--- src/rtl/vmicro16_boot_loader.sv ---
// vmicro16_boot_loader
// Receives a boot image over a byte stream and writes it into instruction
// memory. The image is 0xA5, a word count N, N words (high byte first),
// then a checksum byte that is the XOR of all 2N data bytes. When the
// checksum is good, the loader holds core_reset for RESET_HOLD cycles and
// then releases the cores. A bad checksum parks the loader in ERR, where it
// waits for the next 0xA5 header.
module vmicro16_boot_loader #(
  parameter int ADDR_WIDTH = 8,
  parameter int RESET_HOLD = 4
) (
  input  logic                  clk,
  input  logic                  reset,
  input  logic [7:0]            rx_data,
  input  logic                  rx_valid,
  output logic                  rx_ready,
  output logic                  mem_we,
  output logic [ADDR_WIDTH-1:0] mem_addr,
  output logic [15:0]           mem_wdata,
  output logic                  core_reset,
  output logic                  boot_done,
  output logic                  boot_err
);

  typedef enum logic [2:0] {
    IDLE, LEN, HI, LO, CSUM, HOLD, RUN, ERR
  } state_t;

  localparam logic [7:0] HEADER = 8'hA5;

  // The hold counter is wide enough to reach RESET_HOLD-1; a RESET_HOLD of
  // zero is treated as one cycle in HOLD.
  localparam int            HW        = (RESET_HOLD > 1) ? $clog2(RESET_HOLD) : 1;
  localparam logic [HW-1:0] HOLD_LAST = HW'((RESET_HOLD > 0) ? RESET_HOLD - 1 : 0);

  state_t        state, state_nx;
  logic [7:0]    len_q;     // word count N of the current image
  logic [7:0]    idx_q;     // index of the next word to be written
  logic [7:0]    hi_q;      // high byte of the word being assembled
  logic [7:0]    csum_q;    // running XOR of the data bytes
  logic [HW-1:0] hold_cnt;
  logic          accept;
  logic          last_word;

  assign accept    = rx_valid & rx_ready;
  // Only evaluated in LO, which is reached only when N >= 1.
  assign last_word = (idx_q == len_q - 8'd1);

  // State register.
  // NOTE: sequential state uses non-blocking (<=) so every flop samples the
  // values from before the edge, independent of block ordering.
  always_ff @(posedge clk) begin
    if (reset) state <= IDLE;
    else       state <= state_nx;
  end

  // Next-state decode and state-derived outputs.
  // NOTE: every signal gets a default at the top so no path leaves one
  // unassigned, which would otherwise infer a latch.
  always_comb begin
    state_nx   = state;
    rx_ready   = 1'b1;
    core_reset = 1'b1;
    boot_done  = 1'b0;
    case (state)
      IDLE, ERR: if (accept && rx_data == HEADER) state_nx = LEN;
      LEN:       if (accept) state_nx = (rx_data == 8'd0) ? CSUM : HI;
      HI:        if (accept) state_nx = LO;
      LO:        if (accept) state_nx = last_word ? CSUM : HI;
      CSUM:      if (accept) state_nx = (rx_data == csum_q) ? HOLD : ERR;
      HOLD: begin
        rx_ready = 1'b0;
        if (hold_cnt == HOLD_LAST) state_nx = RUN;
      end
      RUN: begin
        rx_ready   = 1'b0;
        core_reset = 1'b0;
        boot_done  = 1'b1;
      end
      default:   state_nx = IDLE;
    endcase
  end

  // Image datapath: length, word assembly, checksum, write strobe, hold count.
  always_ff @(posedge clk) begin
    if (reset) begin
      len_q     <= '0;
      idx_q     <= '0;
      hi_q      <= '0;
      csum_q    <= '0;
      hold_cnt  <= '0;
      mem_we    <= 1'b0;
      mem_addr  <= '0;
      mem_wdata <= '0;
      boot_err  <= 1'b0;
    end else begin
      mem_we <= 1'b0;
      case (state)
        IDLE, ERR: begin
          if (accept && rx_data == HEADER) begin
            boot_err <= 1'b0;
            csum_q   <= '0;
            idx_q    <= '0;
            hold_cnt <= '0;
          end
        end
        LEN: if (accept) len_q <= rx_data;
        HI: begin
          if (accept) begin
            hi_q   <= rx_data;
            csum_q <= csum_q ^ rx_data;
          end
        end
        LO: begin
          // The word is complete; the write strobe appears on the next cycle.
          if (accept) begin
            csum_q    <= csum_q ^ rx_data;
            mem_we    <= 1'b1;
            mem_wdata <= {hi_q, rx_data};
            mem_addr  <= ADDR_WIDTH'(idx_q);
            idx_q     <= idx_q + 8'd1;
          end
        end
        CSUM: if (accept && rx_data != csum_q) boot_err <= 1'b1;
        HOLD: hold_cnt <= hold_cnt + 1'b1;
        default: ;
      endcase
    end
  end

endmodule

--- config.mk ---
export PLATFORM = sky130hd
export DESIGN_NAME = vmicro16_boot_loader
export DESIGN_NICKNAME = d
export VERILOG_FILES = /design/src/rtl/vmicro16_boot_loader.sv
export SDC_FILE = /design/constraint.sdc
export NUM_CORES = 1
export LEC_CHECK = 0
export CORE_UTILIZATION = 50
export CTS_BUF_LIST = sky130_fd_sc_hd__clkbuf_8 sky130_fd_sc_hd__clkbuf_16
export CTS_CLUSTER_DIAMETER = 60
export DETAILED_ROUTE_END_ITERATION = 8
export PLACE_DENSITY = 0.71
export RECOVER_POWER = 50
export SYNTH_ARGS = -nofsm -noshare
export SYNTH_HDL_FRONTEND = slang
export SYNTH_SLANG_ARGS = --single-unit
--- constraint.sdc ---
create_clock -name clk -period 2.5 [get_ports clk]
set_clock_uncertainty 0.1 [all_clocks]
set_input_delay 0.5 -clock clk [delete_from_list [all_inputs] [get_ports clk]]
set_output_delay 0.5 -clock clk [all_outputs]
set_load 0.005 [all_outputs]
==> out/metrics.yaml, run 1 <==
flow_run:
  drv_cap: 0
worst_setup_path:
  reg2reg_to: "state[1]"
  reg2reg_from: "len_q[3]"
  crit_chain: "inv_1, nor2_1, o21ai_0, clkdlybuf4s50_1"
  critical_path_capture_point: "rx_ready"
  critPathLaunch: "state[0]"
  cp-end-kind: "output port"
  path_depth: 4
  worst_path_largest_cell_delay_ps: 450
  reg2reg_slack_ps: 280
  worst-endpoint-required_ps: 1900
  path_max_fanout: 7
  crit_arrival_ps: 1720
  startpoint_type: "flip-flop"
  timing_worst_setup_path_type: "reg -> out"
  worst-path-buf-inv: 2
  crit_family: "buffers and inverters"
  slowest_stage: "sky130_fd_sc_hd__clkdlybuf4s50_1"
  worst_reg2reg_path_length_in_cells: 5
synthesis:
  synth.distinct_cells: 46
  synthesis_warning_total: 0
  netlist_top_cells_area: "sky130_fd_sc_hd__dfxtp_1, sky130_fd_sc_hd__nand2_1, sky130_fd_sc_hd__a21oi_1"
  complex_gate_fraction_of_the_synthesized_area_pct: 19.5
  synth_sequential_area_ratio_pct: 41.2
  synth-adder-area-share_pct: 1.23
  post-synth-top-area-cell: "sky130_fd_sc_hd__dfxtp_1"
  synthesis.instances: 396
  ys_async_sr_fraction_pct: 0
  syn-mean-instance-area_sq_um: 7.73
  synth_top_family_by_area: "simple AND/OR/NAND/NOR gates"
  synthFlopType: "sky130_fd_sc_hd__dfxtp_1"
  synthesis.area_sq_mm: 0.00306
  synth_simple_gate_area_share_pct: 26.0
  synth_nets: 410
  synth_top_area_share_pct: 41.2
  synth_mux_area_share_pct: 0.327
  yosys.area_share.xor_xnor_pct: 6.58
  ys_seq_elements: 63
  number_of_synthesized_flops_with_an_enable_pin: 0
outcome:
  status: "finished, final reports clean"
drt:
  routed_via_density: 5.55
  postRouteWirelength_um: 7540
  dr.first_iter.drc_count: 178
  avgRoutedWirePerCell_um: 14.5
  drc_errors: 0
  drt_pass1_iterations: 4
  via_count: 2880
  antenna_violating_nets_post_route: 0
sta:
  fin_hold_ws_ps: 352
  hold_violations: 0
  relSlewSlack_pct: 58.7
  post-route-period-util_pct: 92.8
  setup_viol: 0
  grt_setup_unrepaired: "no"
  shortest_clock_period_the_worst_path_allows_after_layout_ps: 2320
  fin_setup_tns_ps: 0
  tightestPinTransition_ps: 619
  max_freq_ghz: 0.431
  timing_max_transition_violations_final: 0
finish:
  post-route-cell-area_sq_mm: 0.00380
  regArea_sq_mm: 0.00126
  layout.filler_cells: 538
  final_core_utilization_pct: 64.1
  highest_count_cells_in_the_layout_ignoring_fill_and_taps: "sky130_fd_sc_hd__nand2_1, sky130_fd_sc_hd__a21oi_1, sky130_fd_sc_hd__dfxtp_1, sky130_fd_sc_hd__clkdlybuf4s50_1, sky130_fd_sc_hd__buf_4"
  fin_nets: 453
  antenna_cells_inserted: 0
  syn2layout_area_growth_pct: 23.9
  final_common_cell: "sky130_fd_sc_hd__nand2_1"
  multi_input_comb_area_sq_mm: 0.00165
  drive_gt1_share_pct: 10.8
clock_tree:
  postCtsSetupBuffers: 0
  cts.sinks: 63
  number_of_levels_the_h_tree_was_split_into: 3
  worstSkewPairLatency_ps: 350
  cts_hold_repair.buffers: 0
  cell_at_the_root_of_the_clock_tree: "sky130_fd_sc_hd__clkbuf_8"
  cts_tree: "yes"
  clock_path_buffers: 2
  worst_setup_hold_path_clk_slew_ps: 80
  tritoncts.num_buffers: 9
die:
  dieHeight_um: 80.3
  core_sq_mm: 0.00592
  die_wd_um: 80.3
  initial_core_util_pct: 51.7
  floorplan.die_area_sq_mm: 0.00644
  floorplan.rows: 28
  number_of_top_level_design_ports: 40
place:
  dpl_cell_area_sq_mm: 0.00361
  gpl_congestion: 0.830
  buffer_ports.inserted: 39
  hpwl_reported_at_the_end_of_detailed_placement_um: 5260
power:
  clock_power_share_pct: 31.1
  cell_internal_pwr_mw: 1.89
  switching_share_pct: 34.0
  total_leakage_power_nw: 1.36
  comb_power_share_pct: 27.8
  power_frac_seq_pct: 41.2
  netSwitchingPower_uw: 975
  ir_drop_mv: 0.394
  power_density_mw_per_mm2: 755
worst_hold_path:
  hp-start: "mem_wdata[11]"
  hold_path.class: "reg -> reg"
grt:
  globalRouteTotalUtil_pct: 25.6
  grt_pass1_vias: 2536
  grt-ovfl-total: 0
  initial_antenna_violation_count: 0
  grt_first_pass_wirelength_um: 12500
  largest_net_degree_at_the_start_of_global_routing: 32
per-stage QoR:
step	power, mW	cells	setup WS (ps)
2_1_floorplan	1.75	396	355
6_report	2.87	519	180
4_1_cts	2.88	519	140
3_3_place_gp	1.97	503	11.4
3_5_place_dp	1.99	503	-14.8
5_1_grt	3.04	519	76.1
cells by family after synthesis:
group / count (synthesis)
compound gates: 97
xor+xnor: 23
fa+ha+maj: 3
buf+inv: 39
flops: 63
mux: 1
simple gates: 170
cell type report:
type	count	area share [%]
clock buffer	10	3.63
tap	75	2.47
sequential	63	33.3
clock inverter	6	1.62
multi-input combinational	294	43.3
inverter	7	0.692
timing repair buffer	64	14.9
routing by layer:
metal | vias to the layer above | global-route usage (%) | part of all wire (%)
met5 | - | 0 | 0
met3 | 14 | 4.66 | 4.7
met1 | 1341 | 33.6 | 45
met2 | 76 | 41.1 | 48
met4 | 0 | 10.7 | 1.6
li1 | 1449 | - | -
tightest hold or removal path: cells and delay by family, from the launching register on:
kind,cells,cell delay (ps)
AOI/OAI and AO/OA,1,50
DFF,1,310
and+or+nand+nor,1,50
worst min path at each step:
| stage | endpoint | cells after the start | slack, ps |
|---|---|---|---|
| finish | mem_wdata[11] | 2 | 350 |
| global placement | mem_addr[4] | 2 | 340 |
| detailed placement | mem_addr[3] | 2 | 350 |
| floorplan | mem_wdata[10] | 2 | 330 |
| global route | mem_addr[1] | 2 | 370 |
| CTS | mem_addr[3] | 2 | 360 |
synthesized netlist by cell type, drive strengths merged, types with 2 or more instances:
cell type and number:
a211oi 3, a21oi 62, a311oi 10, a32oi 2, and3 4, and4 2, buf 6, clkbuf 26
dfxtp 63, ha 3, inv 7, nand2 92, nand2b 9, nand3 8, nand3b 8, nand4 2
nor2 24, nor2b 2, nor3 3, nor3b 2, nor4 6, o2111ai 2, o21ai 9, or3 2
or4 2, xnor2 5, xor2 18
registers in the layout, indices dropped and copies added, names as in the netlist, 2 cells and up:
register	count
idx_q	8
hi_q	8
len_q	8
state	3
csum_q	8
hold_cnt	2
mem_wdata	16
mem_addr	8
repair_timing:
| item | in CTS | in global routing |
|---|---|---|
| resized for setup | 1 | 1 |
| gates cloned | 0 | 0 |
| endpoints found under the setup margin | 1 | 1 |
power groups by stage:
stage	clock network [mW]	registers, mW	logic (mW)
final	0.891	1.18	0.796
after detailed placement	0	1.19	0.796
after CTS	0.900	1.17	0.804
after global placement	0	1.19	0.783
after global routing	0.954	1.20	0.891
after floorplan	0	1.15	0.598
No activity file was read; power rests on OpenSTA's default activity.
==> inputs of run 2 (changes only) <==
--- a/config.mk
+++ b/config.mk
@@ -5,11 +5,13 @@
 export SDC_FILE = /design/constraint.sdc
 export NUM_CORES = 1
 export LEC_CHECK = 0
-export CORE_UTILIZATION = 50
+export CAP_MARGIN = 30
+export CORE_UTILIZATION = 45
 export CTS_BUF_LIST = sky130_fd_sc_hd__clkbuf_8 sky130_fd_sc_hd__clkbuf_16
 export CTS_CLUSTER_DIAMETER = 60
 export DETAILED_ROUTE_END_ITERATION = 8
-export PLACE_DENSITY = 0.71
+export GPL_TIMING_DRIVEN = 0
+export PLACE_DENSITY = 0.65
 export RECOVER_POWER = 50
 export SYNTH_ARGS = -nofsm -noshare
 export SYNTH_HDL_FRONTEND = slang
==> run 2 against run 1 <==
  * Maximum frequency is 3.2% lower
  * Cell count is 0.77% higher
  * Utilization is 6.6 points lower
  * Hold slack worse by 10 ps
  * Sequential power hardly changed
  * Sequential cell count stayed put
  * Via count is 2.1% higher
  * Global-route usage is 2.8 points lower
  * The run now ends with design-rule violations left
  * Wire length is 3.8% higher
  * Register-to-register slack hardly changed
  * Critical path depth is 1 higher
  * Critical path type unchanged
  * Critical endpoint unchanged
  * Non-clock buffer count is 2 higher
==> out/metrics.yaml, run 2 (synthesis results as in run 1) <==
power:
  power_density_mw_per_mm2: 781  # was 755 mW/mm^2
  clock_power_share_pct: 31.4  # was 31.1%
  comb_power_share_pct: 28.9  # was 27.8%
  ir_drop_mv: 0.429  # was 0.394 mV
  switching_share_pct: 34.1  # was 34.0%
  total_leakage_power_nw: 1.33  # was 1.36 nW
  netSwitchingPower_uw: 991  # was 975 uW
  cell_internal_pwr_mw: 1.91  # was 1.89 mW
  power_frac_seq_pct: 39.8  # was 41.2%
worst_setup_path:
  crit_chain: "clkbuf_4, clkinvlp_4, nor2_2, o21ai_0, clkdlybuf4s50_1"  # was inv_1, nor2_1, o21ai_0, clkdlybuf4s50_1
  reg2reg_slack_ps: 280  # about the same
  startpoint_type: "flip-flop"  # unchanged
  crit_arrival_ps: 1800  # was 1720 ps
  worst_path_largest_cell_delay_ps: 440  # was 450 ps
  reg2reg_to: "mem_wdata[4]"  # was state[1]
  worst-endpoint-required_ps: 1900  # about the same
  worst-path-buf-inv: 3  # was 2
  reg2reg_from: "state[1]"  # was len_q[3]
  path_max_fanout: 10  # was 7
  worst_reg2reg_path_length_in_cells: 6  # was 5
  slowest_stage: "sky130_fd_sc_hd__clkdlybuf4s50_1"  # unchanged
  critPathLaunch: "state[0]"  # unchanged
  cp-end-kind: "output port"  # unchanged
  crit_family: "buffers and inverters"  # unchanged
  timing_worst_setup_path_type: "reg -> out"  # unchanged
drt:
  via_count: 2941  # was 2880
  drc_errors: 2  # was 0
  postRouteWirelength_um: 7820  # was 7540 um
  drt_pass1_iterations: 7  # was 4
  antenna_violating_nets_post_route: 0  # unchanged
  avgRoutedWirePerCell_um: 15.0  # was 14.5 um
  dr.first_iter.drc_count: 166  # was 178
  routed_via_density: 5.62  # was 5.55
die:
  floorplan.die_area_sq_mm: 0.00714  # was 0.00644 sq mm
  dieHeight_um: 84.5  # was 80.3 um
  number_of_top_level_design_ports: 40  # unchanged
  core_sq_mm: 0.00646  # was 0.00592 sq mm
  die_wd_um: 84.5  # was 80.3 um
  floorplan.rows: 29  # was 28
  initial_core_util_pct: 47.4  # was 51.7%
outcome:
  status: "finished, violations left"  # was finished, final reports clean
  violations: "design-rule violations"
worst_hold_path:
  hp-start: "rx_data[1]"  # was mem_wdata[11]
  hold_path.class: "in -> reg"  # was reg -> reg
  min_path_cells: 3  # was 2
  min_delay_worst_endpoint: "len_q[1]"  # was mem_wdata[11]
finish:
  drive_gt1_share_pct: 8.07  # was 10.8%
  syn2layout_area_growth_pct: 21.4  # was 23.9%
  flip_flop_count_of_the_largest_register_all_copies_and_words_added: 16  # unchanged
  fin_nets: 455  # was 453
  final-instance-count-excl-fill: 523  # was 519
  antenna_cells_inserted: 0  # unchanged
  highest_count_cells_in_the_layout_ignoring_fill_and_taps: "sky130_fd_sc_hd__nand2_1, sky130_fd_sc_hd__a21oi_1, sky130_fd_sc_hd__dfxtp_1, sky130_fd_sc_hd__dlygate4sd3_1"  # was sky130_fd_sc_hd__nand2_1, sky130_fd_sc_hd__a21oi_1, sky130_fd_sc_hd__dfxtp_1, sky130_fd_sc_hd__clkdlybuf4s50_1, sky130_fd_sc_hd__buf_4
  top_register: "mem_wdata"  # unchanged
  final_common_cell: "sky130_fd_sc_hd__nand2_1"  # unchanged
sta:
  setup_viol: 0  # unchanged
  tightestPinTransition_ps: 744  # was 619 ps
  max_freq_ghz: 0.417  # was 0.431 GHz
  hold_violations: 0  # unchanged
  relSlewSlack_pct: 50.0  # was 58.7%
  shortest_clock_period_the_worst_path_allows_after_layout_ps: 2400  # was 2320 ps
  timing_max_transition_violations_final: 0  # unchanged
  post-route-period-util_pct: 95.9  # was 92.8%
  fin_hold_ws_ps: 342  # was 352 ps
  grt_setup_unrepaired: "no"  # unchanged
clock_tree:
  number_of_levels_the_h_tree_was_split_into: 3  # unchanged
  tritoncts.num_buffers: 9  # unchanged
  cts.sinks: 63  # unchanged
  clock_path_buffers: 2  # unchanged
  cts_tree: "yes"  # unchanged
  cts_hold_repair.buffers: 0  # unchanged
  worst_setup_hold_path_clk_slew_ps: 70  # was 80 ps
  cell_at_the_root_of_the_clock_tree: "sky130_fd_sc_hd__clkbuf_8"  # unchanged
  worstSkewPairLatency_ps: 340  # was 350 ps
place:
  gpl_congestion: 0.875  # was 0.830
  buffer_ports.inserted: 31  # was 39
  placed_cells: 504  # was 503
  hpwl_reported_at_the_end_of_detailed_placement_um: 5410  # was 5260 um
flow_run:
  drv_cap: 0  # unchanged
grt:
  largest_net_degree_at_the_start_of_global_routing: 12  # was 32
  globalRouteTotalUtil_pct: 22.8  # was 25.6%
  initial_antenna_violation_count: 0  # unchanged
  grt_pass1_vias: 2651  # was 2536
  grt_first_pass_wirelength_um: 12800  # was 12500 um
  grt-ovfl-total: 0  # unchanged
## run 2: layout make-up
type / instances / area (sq um)
Buffer: 32 / 143
Clock buffer: 11 / 151
Clock inverter: 5 / 56.3
Fill cell: 607 / 2740
Inverter: 7 / 30.0
Multi-Input combinational cell: 294 / 1650
Sequential cell: 63 / 1260
Tap cell: 77 / 96.3
Timing Repair Buffer: 34 / 333
## run 2: metal layers
metal	global-route usage [%]	part of all wire (%)	wire length [um]	up-vias
li1	-	-	-	1461
met1	29.0	46	3600	1391
met2	38.4	47	3700	84
met3	6.29	5.9	463	5
met4	5.39	0.70	55	0
met5	0	0	0	-
## run 2: power by group through the flow
stage          registers, mW  logic (mW)  clock network, mW
6_report                1.15       0.838              0.910
5_1_grt                 1.16       0.934              0.984
4_1_cts                 1.15       0.790              0.929
3_5_place_dp            1.17       0.775                  0
3_3_place_gp            1.17       0.763                  0
2_1_floorplan           1.15       0.598                  0
## run 2: worst register-to-register path: cells and delay by family, from the launching register on
family	cells	cell delay (ps)
simple gates	3	700
flops	1	450
buf+inv	2	780
compound gates	1	70
## run 2: timing repair
action	4_1_cts	5_1_grt
buffers inserted	0	3
setup endpoints to repair	3	22
gates resized for setup	6	6
## run 2: how the worst max path moves through the flow
stage / to / slack (ps) / depth (start not counted)
final: rx_ready / 100 / 5
after global routing: rx_ready / 5 / 4
after CTS: rx_ready / 20 / 5
after detailed placement: mem_wdata[5] / -290 / 7
after global placement: mem_wdata[5] / -240 / 7
after floorplan: state[1] / 350 / 6
## run 2: stage by stage
step	area, sq um	setup slack (ps)	utilization (%)	total power [mW]	setup TNS, ps
after global placement	3470	-240	53.7	1.93	-4490
after global routing	3720	4.59	57.6	3.08	0
final	3720	103	57.6	2.90	0
after CTS	3690	24.2	57.1	2.87	0
after floorplan	3060	355	-	1.75	0
after detailed placement	3470	-285	53.7	1.94	-5560
==> inputs of run 3 (changes only) <==
--- a/config.mk
+++ b/config.mk
@@ -10,6 +10,7 @@
 export CTS_BUF_LIST = sky130_fd_sc_hd__clkbuf_8 sky130_fd_sc_hd__clkbuf_16
 export CTS_CLUSTER_DIAMETER = 60
 export DETAILED_ROUTE_END_ITERATION = 8
+export GPL_ROUTABILITY_DRIVEN = 0
 export GPL_TIMING_DRIVEN = 0
 export PLACE_DENSITY = 0.65
 export RECOVER_POWER = 50
==> results of run 3 <==
Final layout, timing and power as in run 2 (identical DEF).
==> variant 1: new RTL, flow settings as in run 2 <==
Re-encode `state_t` (8 states) as one-hot, 8 bits wide.
--- a/src/rtl/vmicro16_boot_loader.sv
+++ b/src/rtl/vmicro16_boot_loader.sv
@@ -24,4 +24,4 @@
 
-  typedef enum logic [2:0] {
-    IDLE, LEN, HI, LO, CSUM, HOLD, RUN, ERR
+  typedef enum logic [7:0] {
+    IDLE = 8'b00000001, LEN = 8'b00000010, HI = 8'b00000100, LO = 8'b00001000, CSUM = 8'b00010000, HOLD = 8'b00100000, RUN = 8'b01000000, ERR = 8'b10000000
   } state_t;
Behaviour: no difference found for any inputs over 4 cycles, from zero or initial values and one cycle with reset high; so few cycles prove little.
==> variant 1 against run 2 <==
  * Routed wire length grew 2.6%
  * Utilization shrank 0.49 points
  * Area after synthesis grew 8.4%
  * Setup slack lost 49 ps
  * Sequential cell count grew 5
  * First-iteration DRC count grew 28%
  * Design area grew 6.6%
  * Highest routed layer unchanged
Power is not compared: it rests on default switching activity, and its combinational part moved more than twofold at a synthesized area within 25%.
==> variant 1: results (changes against run 2) <==
- Drt total wl: 8.03 mm (was 7.82 mm)
- Worst-Skew Late Latency: 340 ps (about the same)
- Worst R2R End: state[4] (was mem_wdata[4])
- Initial antenna violation count: 0 (unchanged)
- Post-DP HPWL: 5.85 mm (was 5.41 mm)
- Worst r2r path cells: 6 (unchanged)
- Top post-synthesis cells by count: dfxtp_1 (68), nand2_1 (67), a21oi_1 (54), nor2_1 (34), nand3_1 (23) (was nand2_1 (92), dfxtp_1 (63), a21oi_1 (62), clkbuf_1 (26), nor2_1 (23))
- Via density per instance: 5.42 (was 5.62)
- Hold Path Sink: mem_addr[3] (was len_q[1])
- Antenna Cells: 0 (unchanged)
- Synth Area in Compound Gates: 0.153 (was 0.195)
- Leak pwr: 1.51 nW
- Pin count of the biggest net entering global routing: 14 (was 12)
- Pre-antenna DRT Iters: 5 (was 7)
- Switching power: 0.000505 W
- Hold_sp: mem_addr[3] (was rx_data[1])
- TritonCTS buffer count: 9 (unchanged)
- Total global-route track usage: 0.225 (was 0.228)
- First-pass GRT wire length: 13.1 mm (was 12.8 mm)
- FF-to-FF Start: len_q[0] (was state[1])
- Hold Path Stages: 2 (was 3)
- Synth Area in Adders: 0.0113 (was 0.0123)
- H-tree depth: 3 (unchanged)
- R2R Setup Slk: 140 ps (was 280 ps)
- Syn_nets: 410 (unchanged)
- Clk slew on worst S/H paths: 70 ps (about the same)
- Routability Congestion: 0.875 (about the same)
- Post-synthesis mux area share: 0.0241 (was 0.00327)
- XOR/XNOR share of the synthesized area: 0.0633 (was 0.0658)
- Fin nets: 455 (unchanged)
- HP Class: flip-flop to flip-flop (was input pin to flip-flop)
- Crit-path max FO: 7 (was 10)
- Max FFs per register: 16 (unchanged)
- Yosys warns: 0 (unchanged)
- Peak supply drop: about 0.00031 V
- Placed Cells: 522 (was 504)
- Port Buffers: 30 (was 31)
- Crit path launch: state[3] (was state[0])
- Largest cells by area after synthesis: dfxtp_1 (41%), a21oi_1 (8.1%), nand2_1 (7.6%) (was dfxtp_1 (41%), nand2_1 (11%), a21oi_1 (10%))
- CTS root buffer: clkbuf_8 (unchanged)
- Ys async rst share: 0 (unchanged)
- Routed len/inst: 14.8 um (was 15.0 um)
- Drt initial violations: 213 (was 166)
- Slowest CP cell: clkdlybuf4s50_1 (unchanged)
- Status: completed (was complete, but fails checks)
- Share of cells above drive strength 1: 0.114 (was 0.0807)
- Worst slew margin: 0.534 (was 0.500)
- CP Data Arrival Time: 1850 ps (was 1800 ps)
- Netlist cell types: 53 (was 46)
- Sequential element share of the synthesized area: 0.410 (was 0.412)
- Biggest register: mem_wdata (unchanged)
- Vias in the first global route: 2646 (was 2651)
## variant 1: stage by stage
| step | worst slack [ps] | hold slack [ps] | instance area, um2 | utilization | total power [W] |
|---|---|---|---|---|---|
| 2_1_floorplan | 442 | 332 | 3320 | - | 0.00116 |
| 3_3_place_gp | 97.3 | 342 | 3740 | 0.539 | 0.00119 |
| 4_1_cts | 1.62 | 355 | 3970 | 0.572 | 0.00209 |
| 3_5_place_dp | 43.5 | 345 | 3740 | 0.539 | 0.00119 |
| 6_report | 53.5 | 350 | 3960 | 0.571 | 0.00207 |
| 5_1_grt | -15.6 | 364 | 3960 | 0.571 | 0.00214 |
## variant 1: worst max-delay path by stage
stage	depth (start not counted)	endpoint
after floorplan	7	idx_q[5]
after global placement	6	mem_addr[7]
after detailed placement	6	mem_wdata[2]
after CTS	4	boot_done
after global routing	4	boot_done
final	5	rx_ready
## variant 1: critical path, delay by kind of cell, from the launching register on
kind	cells	cell delay, ps
flip-flops	1	390
AND/OR/NAND/NOR	3	580
buffers and inverters	2	530
## variant 1: per-layer routing
layer,track usage,vias up,share of wire
met5,0,-,0
met4,0.0894,0,0.024
met3,0.0434,21,0.038
met2,0.365,62,0.47
met1,0.295,1375,0.47
li1,-,1480,-
## variant 1: power by group through the flow
stage | Clock [W] | Combinational [W] | Sequential, W
CTS | 0.000927 | 0.0000781 | 0.00108
global placement | 0 | 0.0000777 | 0.00111
detailed placement | 0 | 0.0000776 | 0.00111
floorplan | 0 | 0.0000523 | 0.00111
finish | 0.000909 | 0.0000784 | 0.00108
global route | 0.000970 | 0.0000850 | 0.00108
## variant 1: logic make-up after synthesis
logic type / after synthesis
buffers and inverters: 32
AOI/OAI and AO/OA: 85
muxes: 8
adders and majority gates: 3
xor gates and xnor gates: 24
DFF: 68
and+or+nand+nor: 176
## variant 1: timing repair
action | 4_1_cts | 5_1_grt
buffers inserted | 3 | 1
pin swaps | 4 | 2
resized for setup | 2 | 3
setup endpoints to repair | 3 | 11
## variant 1: final cells by class
cell class / count / area, um2
Fill cell: 673 / 2980
Multi-Input combinational cell: 296 / 1800
Sequential cell: 68 / 1360
Timing Repair Buffer: 34 / 330
Clock buffer: 9 / 124
Buffer: 26 / 124
Tap cell: 96 / 120
Clock inverter: 7 / 75.1
Inverter: 6 / 22.5
==> variant 2: new RTL, config.mk and constraints of run 2 <==
Without the edit above. Change the parameter `RESET_HOLD` from 4 to 8.
--- a/src/rtl/vmicro16_boot_loader.sv
+++ b/src/rtl/vmicro16_boot_loader.sv
@@ -9,3 +9,3 @@
   parameter int ADDR_WIDTH = 8,
-  parameter int RESET_HOLD = 4
+  parameter int RESET_HOLD = 8
 ) (
Check against the original RTL: not equivalent (a bounded check fails within 10 cycles, from zero or initial values and one cycle with reset high).
==> variant 2 against run 2 <==
  * Sequential cell count increased by 1
  * Routed wire length is 3.2% lower
  * Design area is 1.2% higher
  * Largest cell class unchanged
  * Setup slack got worse by 11 ps
  * Critical endpoint is now boot_done
  * Area after synthesis increased by 1.8%
  * Register-to-register slack worse by 80 ps
Power is not compared: it rests on default switching activity, and its combinational part moved more than twofold at a synthesized area within 25%.
==> variant 2: results (changes against run 2) <==
- Synth Area in Adders: 0.0241 (was 0.0123)
- Syn_nets: 423 (was 410)
- Max stage delay on crit path: 490 ps (was 440 ps)
- Largest cells by area after synthesis: dfxtp_1 (41%), nand2_1 (11%), a21oi_1 (9.6%) (was dfxtp_1 (41%), nand2_1 (11%), a21oi_1 (10%))
- Filler cell count: 648 (was 607)
- Post-DP HPWL: 5.39 mm (was 5.41 mm)
- Fin nets: 467 (was 455)
- Hold Path Sink: mem_wdata[3] (was len_q[1])
- FF-to-FF Start: hold_cnt[0] (was state[1])
- XOR/XNOR share of the synthesized area: 0.0646 (was 0.0658)
- Drt total wl: 7.57 mm (was 7.82 mm)
- Sequential element share of the synthesized area: 0.411 (was 0.412)
- Via Count: 2892 (was 2941)
- Netlist cell types: 47 (was 46)
- First-pass GRT wire length: 12.5 mm (was 12.8 mm)
- Top post-synthesis cells by count: nand2_1 (90), dfxtp_1 (64), a21oi_1 (60), nor2_1 (29), clkbuf_1 (22) (was nand2_1 (92), dfxtp_1 (63), a21oi_1 (62), clkbuf_1 (26), nor2_1 (23))
- Tmin final: 2410 ps (was 2400 ps)
- Dpl ws: -665 ps (was -285 ps)
- Status: completed (was complete, but fails checks)
- Routability Congestion: 0.877 (was 0.875)
- Placed Cells: 517 (was 504)
- CP endpoint: boot_done (was rx_ready)
- Synth Area in Compound Gates: 0.173 (was 0.195)
- Total global-route track usage: 0.220 (was 0.228)
- Hold_sp: rx_data[3] (was rx_data[1])
- Post-synthesis mux area share: 0.00642 (was 0.00327)
- Pre-antenna DRT Iters: 4 (was 7)
- Port Buffers: 34 (was 31)
- Drt initial violations: 162 (was 166)
- Routed len/inst: 14.2 um (was 15.0 um)
- Worst r2r path cells: 7 (was 6)
- Worst R2R End: state[1] (was mem_wdata[4])
## variant 2: what timing repair did
item                                    4_1_cts  5_1_grt
endpoints found under the setup margin       22       21
buffers inserted                              0        0
pin swaps                                     0        1
resized for setup                             6       15
## variant 2: layout make-up
class	instances	share of cell area
flip-flops and latches	64	0.342
well taps	77	0.0256
multi-input cells	300	0.440
inverters	10	0.00998
clock inverters	5	0.00865
plain buffers	31	0.0436
repair buffers	34	0.0895
clock buffers	11	0.0403
## variant 2: per-layer routing
layer,part of all wire,vias up,wire length (um)
met4,0.011,0,83
met1,0.48,1343,3630
met5,0,-,0
met2,0.46,77,3500
li1,-,1463,-
met3,0.047,9,353
## variant 2: per-stage QoR
step	instance area (um2)	util	hold WS [ps]	total power [W]	TNS (ps)
floorplan	3120	-	332	0.00108	0
finish	3760	0.576	322	0.00190	0
CTS	3740	0.573	308	0.00191	0
global placement	3560	0.544	343	0.00111	-12750
global route	3760	0.576	317	0.00196	0
detailed placement	3560	0.544	347	0.00111	-13090
